<file path="config.mk">
export PLATFORM = sky130hd
export DESIGN_NAME = dp_stream_tx_flat
export DESIGN_NICKNAME = d
export VERILOG_FILES = /design/src/rtl/dp_stream_tx_if.sv /design/src/rtl/dp_stream_tx.sv /design/src/flat_wrapper.sv
export SDC_FILE = /design/constraint.sdc
export NUM_CORES = 1
export LEC_CHECK = 0
export ABC_CLOCK_PERIOD_IN_PS = 2700
export CORE_ASPECT_RATIO = 1.75
export CORE_MARGIN = 4
export CORE_UTILIZATION = 51
export CTS_CLUSTER_SIZE = 28
export DETAILED_ROUTE_END_ITERATION = 10
export PLACE_DENSITY = 0.8
export SYNTH_ARGS = -nofsm -noshare
export SYNTH_HDL_FRONTEND = slang
export SYNTH_SLANG_ARGS = --single-unit
</file>
<file path="constraint.sdc">
create_clock -name clk -period 2.7 [get_ports clk]
set_clock_uncertainty 0.05 [all_clocks]
set_input_delay 0.405 -clock clk [delete_from_list [all_inputs] [get_ports clk]]
set_output_delay 0.405 -clock clk [all_outputs]
set_load 0.02 [all_outputs]
</file>
<file path="src/rtl/dp_stream_tx_if.sv">
// Stream-source bundle for dp_stream_tx: streaming request, line-memory port and
// the 27-bit display word with its status outputs.
interface dp_stream_tx_if;
    logic        en;
    logic        pat_en;
    logic [23:0] mem_rdata;
    logic        mem_ren;
    logic [10:0] mem_addr;
    logic [26:0] DPo;
    logic        frame_start;
    logic        busy;
    logic [15:0] frame_cnt;

    modport master (
        input  en, pat_en, mem_rdata,
        output mem_ren, mem_addr, DPo, frame_start, busy, frame_cnt
    );

    modport slave (
        output en, pat_en, mem_rdata,
        input  mem_ren, mem_addr, DPo, frame_start, busy, frame_cnt
    );
endinterface

</file>
<file path="src/rtl/dp_stream_tx.sv">
// Raster-timed video source: counter stage -> align stage (memory read) -> output word.
// Optional feature macro: DPTX_COLORBAR_EN (internal 8-bar test pattern selected by pat_en).
module dp_stream_tx #(
    parameter int unsigned H_ACT  = 1920,
    parameter int unsigned H_FP   = 88,
    parameter int unsigned H_SYNC = 44,
    parameter int unsigned H_BP   = 148,
    parameter int unsigned V_ACT  = 1080,
    parameter int unsigned V_FP   = 4,
    parameter int unsigned V_SYNC = 5,
    parameter int unsigned V_BP   = 36
) (
    input  logic                  clk,
    input  logic                  rst_n,
    dp_stream_tx_if.master        dp_io
);

    localparam logic [11:0] H_LAST  = 12'(H_ACT + H_FP + H_SYNC + H_BP - 1);
    localparam logic [11:0] V_LAST  = 12'(V_ACT + V_FP + V_SYNC + V_BP - 1);
    localparam logic [11:0] H_ACT_L = 12'(H_ACT);
    localparam logic [11:0] V_ACT_L = 12'(V_ACT);
    localparam logic [11:0] HS_BEG  = 12'(H_ACT + H_FP);
    localparam logic [11:0] HS_END  = 12'(H_ACT + H_FP + H_SYNC);
    localparam logic [11:0] VS_BEG  = 12'(V_ACT + V_FP);
    localparam logic [11:0] VS_END  = 12'(V_ACT + V_FP + V_SYNC);

    typedef enum logic [1:0] {
        S_IDLE,
        S_RUN,
        S_DRAIN,
        S_FLUSH
    } state_e;

    state_e      state_q, state_d;
    logic [11:0] h_q, h_d;
    logic [11:0] v_q, v_d;
    logic        vld_q, vld_d;
    logic        flush_q, flush_d;
    logic        step;

    // Align stage (same cycle as the memory access)
    logic        vld1_q, de1_q, hs1_q, vs1_q, first1_q, last1_q;
    // Output stage
    logic [26:0] dpo_q, dpo_d;
    logic        fs_q, fs_d;
    logic        vld2_q, last2_q;
    logic [15:0] fcnt_q, fcnt_d;

    logic        cnt_de, cnt_hs, cnt_vs, cnt_last, cnt_first;
    logic [23:0] rgb_sel;
    logic        ren;

    assign cnt_de    = vld_q && (h_q < H_ACT_L) && (v_q < V_ACT_L);
    assign cnt_hs    = vld_q && (h_q >= HS_BEG) && (h_q < HS_END);
    assign cnt_vs    = vld_q && (v_q >= VS_BEG) && (v_q < VS_END);
    assign cnt_last  = vld_q && (h_q == H_LAST) && (v_q == V_LAST);
    assign cnt_first = vld_q && (h_q == '0) && (v_q == '0);

    // The first RUN cycle only arms the counter stage, so (0,0) becomes valid one clk later.
    always_comb begin
        state_d = state_q;
        h_d     = h_q;
        v_d     = v_q;
        vld_d   = vld_q;
        flush_d = 1'b0;
        step    = 1'b0;
        unique case (state_q)
            S_IDLE: begin
                if (dp_io.en) state_d = S_RUN;
            end
            S_RUN: begin
                step = 1'b1;
                if (!dp_io.en) state_d = cnt_last ? S_FLUSH : S_DRAIN;
            end
            S_DRAIN: begin
                step = 1'b1;
                if (dp_io.en)    state_d = S_RUN;
                else if (cnt_last) state_d = S_FLUSH;
            end
            S_FLUSH: begin
                flush_d = !flush_q;
                if (flush_q) state_d = S_IDLE;
            end
            default: state_d = S_IDLE;
        endcase

        if (step) begin
            if (!vld_q) begin
                vld_d = 1'b1;
            end else if (h_q == H_LAST) begin
                h_d = '0;
                v_d = (v_q == V_LAST) ? '0 : v_q + 12'd1;
            end else begin
                h_d = h_q + 12'd1;
            end
        end

        if (state_d == S_FLUSH || state_d == S_IDLE) begin
            vld_d = 1'b0;
            h_d   = '0;
            v_d   = '0;
        end
    end

`ifdef DPTX_COLORBAR_EN
    localparam int unsigned BAR_W = H_ACT / 8;

    logic [3:0]  bar_idx;
    logic [23:0] bar_rgb;
    logic        pat1_q;
    logic [23:0] bar1_q;

    // Bar index = number of bar boundaries already passed; past bar 7 is the black remainder.
    always_comb begin
        bar_idx = '0;
        for (int unsigned k = 1; k <= 8; k++) begin
            if ({20'd0, h_q} >= k * BAR_W) bar_idx = bar_idx + 4'd1;
        end
        unique case (bar_idx)
            4'd0:    bar_rgb = 24'hFFFFFF;
            4'd1:    bar_rgb = 24'hFFFF00;
            4'd2:    bar_rgb = 24'h00FFFF;
            4'd3:    bar_rgb = 24'h00FF00;
            4'd4:    bar_rgb = 24'hFF00FF;
            4'd5:    bar_rgb = 24'hFF0000;
            4'd6:    bar_rgb = 24'h0000FF;
            default: bar_rgb = 24'h000000;
        endcase
    end

    always_ff @(posedge clk or negedge rst_n) begin
        if (!rst_n) begin
            pat1_q <= 1'b0;
            bar1_q <= '0;
        end else begin
            pat1_q <= dp_io.pat_en;
            bar1_q <= bar_rgb;
        end
    end

    assign ren     = cnt_de && !dp_io.pat_en;
    assign rgb_sel = !de1_q ? '0 : (pat1_q ? bar1_q : dp_io.mem_rdata);
`else
    logic unused_pat_en;
    assign unused_pat_en = dp_io.pat_en;

    assign ren     = cnt_de;
    assign rgb_sel = de1_q ? dp_io.mem_rdata : '0;
`endif

    always_comb begin
        dpo_d  = vld1_q ? {hs1_q, vs1_q, de1_q, rgb_sel} : '0;
        fs_d   = vld1_q && first1_q;
        fcnt_d = (vld2_q && last2_q) ? fcnt_q + 16'd1 : fcnt_q;
    end

    always_ff @(posedge clk or negedge rst_n) begin
        if (!rst_n) begin
            state_q  <= S_IDLE;
            h_q      <= '0;
            v_q      <= '0;
            vld_q    <= 1'b0;
            flush_q  <= 1'b0;
            vld1_q   <= 1'b0;
            de1_q    <= 1'b0;
            hs1_q    <= 1'b0;
            vs1_q    <= 1'b0;
            first1_q <= 1'b0;
            last1_q  <= 1'b0;
            dpo_q    <= '0;
            fs_q     <= 1'b0;
            vld2_q   <= 1'b0;
            last2_q  <= 1'b0;
            fcnt_q   <= '0;
        end else begin
            state_q  <= state_d;
            h_q      <= h_d;
            v_q      <= v_d;
            vld_q    <= vld_d;
            flush_q  <= flush_d;
            vld1_q   <= vld_q;
            de1_q    <= cnt_de;
            hs1_q    <= cnt_hs;
            vs1_q    <= cnt_vs;
            first1_q <= cnt_first;
            last1_q  <= cnt_last;
            dpo_q    <= dpo_d;
            fs_q     <= fs_d;
            vld2_q   <= vld1_q;
            last2_q  <= vld1_q && last1_q;
            fcnt_q   <= fcnt_d;
        end
    end

    assign dp_io.mem_ren     = ren;
    assign dp_io.mem_addr    = h_q[10:0];
    assign dp_io.DPo         = dpo_q;
    assign dp_io.frame_start = fs_q;
    assign dp_io.busy        = (state_q != S_IDLE);
    assign dp_io.frame_cnt   = fcnt_q;

endmodule

</file>
<file path="src/flat_wrapper.sv">
// flat-port wrapper written by rule: the top's interface ports become plain ports
module dp_stream_tx_flat 
#(
    parameter int unsigned H_ACT  = 1920,
    parameter int unsigned H_FP   = 88,
    parameter int unsigned H_SYNC = 44,
    parameter int unsigned H_BP   = 148,
    parameter int unsigned V_ACT  = 1080,
    parameter int unsigned V_FP   = 4,
    parameter int unsigned V_SYNC = 5,
    parameter int unsigned V_BP   = 36
)
  (clk, rst_n, dp_io_en, dp_io_pat_en, dp_io_mem_rdata, dp_io_mem_ren, dp_io_mem_addr, dp_io_DPo, dp_io_frame_start, dp_io_busy, dp_io_frame_cnt);
  dp_stream_tx_if dp_io_i ();
  input  logic clk;
  input  logic rst_n;
  input wire logic [$bits(dp_io_i.en)-1:0] dp_io_en;
  input wire logic [$bits(dp_io_i.pat_en)-1:0] dp_io_pat_en;
  input wire logic [$bits(dp_io_i.mem_rdata)-1:0] dp_io_mem_rdata;
  output wire logic [$bits(dp_io_i.mem_ren)-1:0] dp_io_mem_ren;
  output wire logic [$bits(dp_io_i.mem_addr)-1:0] dp_io_mem_addr;
  output wire logic [$bits(dp_io_i.DPo)-1:0] dp_io_DPo;
  output wire logic [$bits(dp_io_i.frame_start)-1:0] dp_io_frame_start;
  output wire logic [$bits(dp_io_i.busy)-1:0] dp_io_busy;
  output wire logic [$bits(dp_io_i.frame_cnt)-1:0] dp_io_frame_cnt;
  assign dp_io_i.en = dp_io_en;
  assign dp_io_i.pat_en = dp_io_pat_en;
  assign dp_io_i.mem_rdata = dp_io_mem_rdata;
  assign dp_io_mem_ren = dp_io_i.mem_ren;
  assign dp_io_mem_addr = dp_io_i.mem_addr;
  assign dp_io_DPo = dp_io_i.DPo;
  assign dp_io_frame_start = dp_io_i.frame_start;
  assign dp_io_busy = dp_io_i.busy;
  assign dp_io_frame_cnt = dp_io_i.frame_cnt;
  dp_stream_tx #(.H_ACT(H_ACT), .H_FP(H_FP), .H_SYNC(H_SYNC), .H_BP(H_BP), .V_ACT(V_ACT), .V_FP(V_FP), .V_SYNC(V_SYNC), .V_BP(V_BP)) u_core (.clk(clk), .rst_n(rst_n), .dp_io(dp_io_i));
endmodule
</file>
==> results.sh, run 1 <==
export IMPL_clk_latency_ns=0.33
export IMPL_place_gp_congestion=0.955
export IMPL_synthTopCellsByArea="dfrtp_1 (52%), and3_1 (5.3%), a21oi_2 (4.8%), xnor2_1 (3.9%), ha_1 (3.2%)"
export IMPL_fp_row_count=41
export IMPL_synth_cell_types=48
export IMPL_internal_power_mw=2.37
export IMPL_max_slew_margin_pct=55.9
export IMPL_crit_arrival_ns=2.19
export IMPL_whs_ns=0.00856
export IMPL_synth_compound_area_share_pct=10.3
export IMPL_hold_class="in2async"
export IMPL_die_y_um=123
export IMPL_critPathMaxStageDelay_ns=0.54
export IMPL_status="complete, no violations"
export IMPL_cts_root_buf="clkbuf_16"
export IMPL_worstPathCellList="or4b_4 > or2_4 > or4_4 > nand2_2 > nor2_2 > buf_6"
export IMPL_synth_area_leader_cell="dfrtp_1"
export IMPL_grt_usage_pct=22.0
export IMPL_drt_iter0_drc=269
export IMPL_numCtsBuffers=9
export IMPL_grt_setup_unrepaired="true"
export IMPL_yosysWarnings=0
export IMPL_final_cell_mix="clkdlybuf4s50_1 (81), dfrtp_1 (80), buf_4 (41)"
export IMPL_crit_family="simple AND/OR/NAND/NOR gates"
export IMPL_ys_ff_latch=80
export IMPL_ant_nets=0
export IMPL_clkTransAtPathRegs_ns=0.06
export IMPL_area_delta_synth_final_pct=37.3
export IMPL_synth_area_sq_um=3860
export IMPL_p_per_area_nw_per_um2=636
export IMPL_placed_cells=539
export IMPL_path_max_fanout=2
export IMPL_synth_top_family_by_area="simple AND/OR/NAND/NOR gates"
export IMPL_drv_slew=0
export IMPL_p_sw_mw=0.996
export IMPL_drcViolationCount=0
export IMPL_portBuffers=83
export IMPL_crit_required_ns=2.25
export IMPL_grt_pass1_vias=3215
export IMPL_syn_inst=364
export IMPL_cp_slowest_cell="or4b_4"
export IMPL_crit_buf_inv=1
export IMPL_wl_per_cell_um=16.6
export IMPL_p_leak_nw=2.36
export IMPL_die_w_um=73.8
export IMPL_cp_end_kind="output pin"
export IMPL_netlist_area_leader_share_pct=51.8
export IMPL_ios=85
export IMPL_hpwl_mm=6.49
export IMPL_h_tree_depth=3
export IMPL_max_cap_violations=0
export IMPL_grt_max_degree=48
export IMPL_antenna_found_initial=0
export IMPL_core_area_sq_um=7280
export IMPL_fin_cells=562
export IMPL_finalPower_mw=3.37
export IMPL_start_kind="flop"
export IMPL_peakVddDrop_mv=0.550
export IMPL_synth_edf_count=0
export IMPL_fin_tns_setup_ns=0
export IMPL_clkPwrFrac_pct=38.8
export IMPL_cts_tree="built"
export IMPL_grt_pass1_wl_mm=15.3
export IMPL_async_flop_share_pct=100
export IMPL_synthSimpleGateAreaFrac_pct=22.8
export IMPL_cts_max_path_buffers=2
export IMPL_post_route_min_period_ns=2.65
export IMPL_ys_seq_area_share_pct=51.8
export IMPL_vias_per_cell=5.60
export IMPL_synth_ff_type="dfrtp_1"
export IMPL_max_freq_mhz=377
export IMPL_setup_viol=0
export IMPL_max_slew_worst_pin_slew_ns=0.662
export IMPL_clock_sinks=80
export IMPL_p_seq_share_pct=39.9
export IMPL_drtPass1Iterations=4
export IMPL_hold_viol=0
export IMPL_muxShareOfSynthArea_pct=0.810
export IMPL_diodes=0
export IMPL_critPathKind="reg2out"
export IMPL_final_common_cell="clkdlybuf4s50_1"
export IMPL_start_util_pct=53.0
export IMPL_syn_area_per_cell_sq_um=10.6
export IMPL_wl_mm=9.32
export IMPL_timing_final_crit_share_pct=98.1
export IMPL_gr_total_overflow=0
export IMPL_final_layout_size_suffix_gt1_share_pct=19.5
export IMPL_fin_nets=509
export IMPL_synthAdderAreaFrac_pct=3.24
export IMPL_die_area_sq_um=9080
export IMPL_synth_nets=402
export IMPL_p_comb_share_pct=21.3
export IMPL_synth_xor_area_share_pct=5.67
export IMPL_detailroute_via_count=3149
export IMPL_p_sw_share_pct=29.5
timing repair:
action	4_1_cts	5_1_grt
setup endpoints to repair	19	24
pin swaps	2	5
cloned	0	0
hold buffers	0	0
buffers inserted	0	7
gates resized for setup	10	6
final timing paths:
kind                                                  start                             to  slack (ns)  depth (start not counted)
worst max-delay path              u_core.v_q[9]$_DFFE_PN0P_                  dp_io_mem_ren        0.05                          6
worst min-delay path                                  rst_n  u_core.dp_io.DPo[9]$_DFF_PN0_       0.009                          1
worst max register to register  u_core.state_q[1]$_DFF_PN0_     u_core.v_q[11]$_DFFE_PN0P_        0.16                         10
worst min register to register     u_core.flush_q$_DFF_PN0_       u_core.flush_q$_DFF_PN0_        0.41                          1
max in group asynchronous                             rst_n      u_core.h_q[2]$_DFFE_PN0P_        1.92                          2
min in group clk                   u_core.flush_q$_DFF_PN0_       u_core.flush_q$_DFF_PN0_        0.41                          1
metrics by stage:
step           util (%)  setup slack (ns)  area, sq um
2_1_floorplan         -             0.253         3860
3_3_place_gp       67.0            -0.118         4880
4_1_cts            71.6           -0.0357         5220
3_5_place_dp       67.0            -0.132         4880
5_1_grt            72.8           -0.0352         5300
6_report           72.8            0.0502         5300
power groups by stage:
stage                     logic, mW  registers [mW]  clock network (mW)
after floorplan               0.407            1.31                   0
after global placement        0.634            1.36                   0
after detailed placement      0.651            1.37                   0
after CTS                     0.670            1.34                1.33
after global routing          0.779            1.37                1.38
final                         0.718            1.35                1.31
routing by layer:
metal / global-route usage (%) / vias to the layer above / part of all wire [%]
li1: - / 1488 / -
met1: 25.5 / 1513 / 37
met2: 38.1 / 126 / 55
met3: 4.80 / 22 / 5.9
met4: 10.1 / 0 / 2.5
met5: 0 / - / 0
area by class of cell:
| class | count | area (sq um) |
|---|---|---|
| multi-input combinational | 247 | 1710 |
| tap | 86 | 108 |
| clock buffer | 10 | 229 |
| timing repair buffer | 123 | 1130 |
| inverter | 10 | 37.5 |
| sequential | 80 | 2000 |
| fill | 518 | 1980 |
| clock inverter | 6 | 90.1 |
cell usage after synthesis, drive strengths merged, types with 4 or more instances:
cell type and count:
and2 9, nor2b 4, nor2 19, nor3 10
nand4 7, nand2 22, and4 5, xor2 8
nand3 19, and3 33, a21oi 35, ha 10
dfrtp 80, o21ai 10, clkbuf 10, inv 10
buf 17, nor4 7, xnor2 17
kinds of logic (layout without fill, tap and decap cells):
logic type	count (synthesis)	after routing
buffers and inverters	37	149
adder cells (fa/ha/maj)	10	10
AO/OA/AOI/OAI	57	57
XOR/XNOR	25	25
AND/OR/NAND/NOR	152	152
flip-flops	80	80
multiplexers	3	3
sequential cells by signal, indices dropped and copies added (netlist names):
register	count
u_core.de1_q	1
u_core.dp_io.DPo	27
u_core.state_q	2
u_core.vld2_q	1
u_core.h_q	12
u_core.vld1_q	1
u_core.dp_io.frame_cnt	16
u_core.vs1_q	1
u_core.dp_io.frame_start	1
u_core.vld_q	1
u_core.v_q	12
u_core.last1_q	1
u_core.first1_q	1
u_core.flush_q	1
u_core.hs1_q	1
u_core.last2_q	1
No activity file was read; power rests on OpenSTA's default activity.
==> run 2: changes to the inputs <==
- CELL_PAD_IN_SITES_DETAIL_PLACEMENT: not set -> 1
- CELL_PAD_IN_SITES_GLOBAL_PLACEMENT: not set -> 2
- CORE_UTILIZATION: 51 -> 32
- GPL_TIMING_DRIVEN: not set -> 0
- PLACE_DENSITY: 0.8 -> not set
- PLACE_DENSITY_LB_ADDON: not set -> 0.1
==> results.sh, run 2 (synthesis results as in run 1) <==
export IMPL_die_area_sq_um=14000
export IMPL_fin_nets=510
export IMPL_detailroute_via_count=3176
export IMPL_die_w_um=91.0
export IMPL_max_cap_violations=0
export IMPL_area_delta_synth_final_pct=40.3
export IMPL_wl_mm=10.6
export IMPL_fp_row_count=52
export IMPL_grt_pass1_wl_mm=17.8
export IMPL_whs_ns=0.361
export IMPL_drtPass1Iterations=6
export IMPL_post_route_min_period_ns=2.63
export IMPL_cts_max_path_buffers=2
export IMPL_critPathKind="reg2out"
export IMPL_clkTransAtPathRegs_ns=0.06
export IMPL_cp_end_kind="output pin"
export IMPL_antenna_found_initial=0
export IMPL_hpwl_mm=7.79
export IMPL_p_leak_nw=2.36
export IMPL_p_seq_share_pct=38.2
export IMPL_internal_power_mw=2.35
export IMPL_drv_slew=0
export IMPL_max_slew_worst_pin_slew_ns=0.604
export IMPL_hold_class="reg2reg"
export IMPL_ant_nets=0
export IMPL_status="complete, no violations"
export IMPL_final_cell_mix="clkdlybuf4s50_1 (81), dfrtp_1 (78), and3_1 (33)"
export IMPL_max_freq_mhz=380
export IMPL_diodes=0
export IMPL_critPathMaxStageDelay_ns=0.54
export IMPL_max_slew_margin_pct=59.5
export IMPL_rrSetupSlack_ns=0.13
export IMPL_p_per_area_nw_per_um2=626
export IMPL_h_tree_depth=3
export IMPL_largest_register_ffs=27
export IMPL_grt_max_degree=58
export IMPL_p_comb_share_pct=23.1
export IMPL_worstPathCellList="or4b_4 > or2_4 > or4_4 > nand2_2 > nor2_2 > buf_6"
export IMPL_cp_slowest_cell="or4b_4"
export IMPL_drt_iter0_drc=62
export IMPL_grt_usage_pct=15.8
export IMPL_portBuffers=83
export IMPL_clkPwrFrac_pct=38.8
export IMPL_hold_viol=0
export IMPL_final_layout_size_suffix_gt1_share_pct=19.5
export IMPL_setup_viol=0
export IMPL_p_sw_mw=1.04
export IMPL_timing_final_crit_share_pct=97.4
export IMPL_start_util_pct=33.0
export IMPL_clock_sinks=80
export IMPL_core_area_sq_um=11700
export IMPL_start_kind="flop"
export IMPL_cts_tree="built"
export IMPL_crit_arrival_ns=2.18
export IMPL_final_common_cell="clkdlybuf4s50_1"
export IMPL_fin_tns_setup_ns=0
export IMPL_path_max_fanout=2
export IMPL_finalPower_mw=3.39
export IMPL_crit_required_ns=2.25
export IMPL_grt_pass1_vias=3450
export IMPL_clk_latency_ns=0.34
export IMPL_vias_per_cell=5.19
export IMPL_gr_total_overflow=0
export IMPL_numCtsBuffers=9
export IMPL_p_sw_share_pct=30.6
export IMPL_die_y_um=153
export IMPL_peakVddDrop_mv=0.351
export IMPL_drcViolationCount=0
export IMPL_cts_root_buf="clkbuf_16"
export IMPL_wl_per_cell_um=17.4
export IMPL_place_gp_congestion=0.842
export IMPL_ios=85
run 2: per-layer routing:
layer / track usage (%) / wire length (um)
met1: 17.8 / 4290
met5: 0 / 0
met2: 28.7 / 5700
met3: 2.71 / 375
met4: 6.98 / 269
run 2: layout make-up:
cell class	count	area (sq um)
buffer	26	170
clock buffer	10	229
fill	1297	6290
multi-input combinational	247	1740
sequential	80	2000
timing repair buffer	98	972
clock inverter	6	92.6
inverter	10	37.5
tap	135	169
run 2: path summary, 6_finish.rpt:
check | cells after the start | startpoint | endpoint
max | 6 | u_core.v_q[9]$_DFFE_PN0P_ | dp_io_mem_ren
min reg2reg | 0 | u_core.vld1_q$_DFF_PN0_ | u_core.vld2_q$_DFF_PN0_
max reg2reg | 9 | u_core.state_q[1]$_DFF_PN0_ | u_core.h_q[3]$_DFFE_PN0P_
max in group asynchronous | 3 | rst_n | u_core.h_q[11]$_DFFE_PN0P_
min in group asynchronous | 2 | rst_n | u_core.dp_io.DPo[11]$_DFF_PN0_
min | 0 | u_core.vld1_q$_DFF_PN0_ | u_core.vld2_q$_DFF_PN0_
run 2: what timing repair did:
item,CTS,global route
gates resized for setup,16,21
hold buffers,1,0
pin swaps,4,7
endpoints found under the hold margin,23,0
buffers inserted,5,6
cloned,0,2
endpoints found under the setup margin,24,26
run 2: power groups by stage:
stage / clock, mW / combinational (mW) / sequential (mW)
4_1_cts: 1.36 / 0.699 / 1.30
3_3_place_gp: 0 / 0.650 / 1.31
2_1_floorplan: 0 / 0.407 / 1.31
5_1_grt: 1.41 / 0.857 / 1.30
3_5_place_dp: 0 / 0.672 / 1.32
6_report: 1.31 / 0.782 / 1.29
run 2: critical path: cells and delay by family, from the launching register on:
family | cells | cell delay (ns)
AND/OR/NAND/NOR | 5 | 1.34
flip-flops | 1 | 0.38
buffers and inverters | 1 | 0.13
run 2: through the flow:
stage	util (%)	setup slack, ns	area, sq um	std cells
finish	46.3	0.0691	5420	612
global route	46.3	-0.0144	5420	612
CTS	45.2	-0.0173	5290	605
detailed placement	41.7	-0.323	4890	583
global placement	41.5	-1.75	4860	582
floorplan	-	0.253	3860	364
==> run 3: changes to the inputs <==
- CORE_MARGIN: 4 -> not set
==> results.sh, run 3 (synthesis results as in run 1) <==
export IMPL_fillers=1293
export IMPL_max_freq_mhz=378
export IMPL_clkTransAtPathRegs_ns=0.06
export IMPL_violations="hold timing"
export IMPL_p_leak_nw=2.34
export IMPL_post_route_min_period_ns=2.65
export IMPL_placed_cells=583
export IMPL_hpwl_mm=7.45
export IMPL_fin_cells=609
export IMPL_hold_class="in2async"
export IMPL_portBuffers=83
export IMPL_reg2reg_depth=9
export IMPL_core_area_sq_um=11600
export IMPL_status="complete, but fails checks"
export IMPL_grt_usage_pct=17.3
export IMPL_drv_slew=0
export IMPL_final_cell_mix="clkdlybuf4s50_1 (81), dfrtp_1 (78), and3_1 (33)"
export IMPL_cp_end_kind="output pin"
export IMPL_path_max_fanout=2
export IMPL_drcViolationCount=0
export IMPL_timing_final_crit_share_pct=98.0
export IMPL_start_util_pct=33.2
export IMPL_grt_pass1_vias=3403
export IMPL_clock_sinks=80
export IMPL_fin_nets=508
export IMPL_gr_total_overflow=0
export IMPL_ant_nets=0
export IMPL_critPathKind="reg2out"
export IMPL_fin_tns_setup_ns=0
export IMPL_fp_row_count=52
export IMPL_peakVddDrop_mv=0.301
export IMPL_max_slew_worst_pin_slew_ns=0.625
export IMPL_die_y_um=147
export IMPL_die_w_um=85.0
export IMPL_max_cap_violations=0
export IMPL_place_gp_congestion=0.799
export IMPL_wl_mm=10.4
export IMPL_hold_viol=5
export IMPL_wl_per_cell_um=17.1
export IMPL_clk_latency_ns=0.33
export IMPL_crit_required_ns=2.25
export IMPL_p_per_area_nw_per_um2=608
export IMPL_numCtsBuffers=9
export IMPL_start_kind="flop"
export IMPL_crit_arrival_ns=2.19
export IMPL_antenna_found_initial=0
export IMPL_cts_tree="built"
export IMPL_die_area_sq_um=12500
export IMPL_whs_ns=-0.0108
export IMPL_drtPass1Iterations=4
export IMPL_cts_max_path_buffers=2
export IMPL_cts_root_buf="clkbuf_16"
export IMPL_final_util_pct=46.2
export IMPL_h_tree_depth=3
export IMPL_vias_per_cell=5.19
export IMPL_final_common_cell="clkdlybuf4s50_1"
export IMPL_grt_setup_unrepaired="true"
export IMPL_final_layout_size_suffix_gt1_share_pct=19.4
export IMPL_setup_viol=0
export IMPL_diodes=0
export IMPL_max_slew_margin_pct=58.0
export IMPL_grt_max_degree=44
export IMPL_detailroute_via_count=3158
export IMPL_multiInputGateArea_sq_um=1750
export IMPL_area_delta_synth_final_pct=39.3
export IMPL_seq_area_sq_um=2000
export IMPL_ios=85
export IMPL_largest_register_ffs=27
export IMPL_grt_pass1_wl_mm=16.9
export IMPL_drt_iter0_drc=71
## run 3: worst paths after layout
kind / startpoint / end / slack [ns]
min reg2reg: u_core.vld1_q$_DFF_PN0_ / u_core.vld2_q$_DFF_PN0_ / 0.37
min in group clk: u_core.vld1_q$_DFF_PN0_ / u_core.vld2_q$_DFF_PN0_ / 0.37
max reg2reg: u_core.state_q[1]$_DFF_PN0_ / u_core.v_q[7]$_DFFE_PN0P_ / 0.13
min: rst_n / u_core.dp_io.DPo[12]$_DFF_PN0_ / -0.01
max in group asynchronous: rst_n / u_core.dp_io.frame_cnt[13]$_DFFE_PN0P_ / 2.00
max: u_core.v_q[11]$_DFFE_PN0P_ / dp_io_mem_ren / 0.05
## run 3: final cells by class
| class | count | share of cell area, % |
|---|---|---|
| sequential | 80 | 37.3 |
| clock buffer | 9 | 4.19 |
| tap | 135 | 3.14 |
| inverter | 10 | 0.698 |
| buffer | 26 | 3.16 |
| timing repair buffer | 96 | 17.6 |
| multi-input combinational | 247 | 32.6 |
| clock inverter | 6 | 1.33 |
## run 3: repair_timing
item	CTS	global route
gates resized for setup	14	24
setup buffers	5	5
endpoints found under the setup margin	22	25
hold buffers	0	0
endpoints found under the hold margin	0	0
cloned	0	2
pin swaps	4	6
## run 3: report_power, final
part,internal (mW),leakage [nW],total (mW),switching [mW]
registers,1.25,1.11,1.29,0.0450
logic,0.273,1.09,0.762,0.489
clock network,0.716,0.138,1.22,0.501
total,2.24,2.34,3.27,1.04
## run 3: critical path, cell delays in order (launching register included)
cell and delay (ns):
dfrtp_2 0.41, or4b_4 0.53, or2_4 0.25, or4_4 0.42, nand2_2 0.08, nor2_2 0.04
buf_6 0.13
## run 3: metal layers
layer	vias to the layer above	GRT usage, %	wire length, um
li1	1479	-	-
met1	1564	19.3	3950
met2	98	31.1	5620
met3	17	3.71	547
met4	0	7.88	263
met5	-	0	0
## run 3: per-stage QoR
stage                     cell area [sq um]  total power, mW  setup WS (ns)
after detailed placement               4880             1.98         -0.306
after global placement                 4860             1.96          -1.76
final                                  5380             3.27         0.0540
after global routing                   5380             3.43        -0.0348
after floorplan                        3860             1.72          0.253
after CTS                              5250             3.24        -0.0304
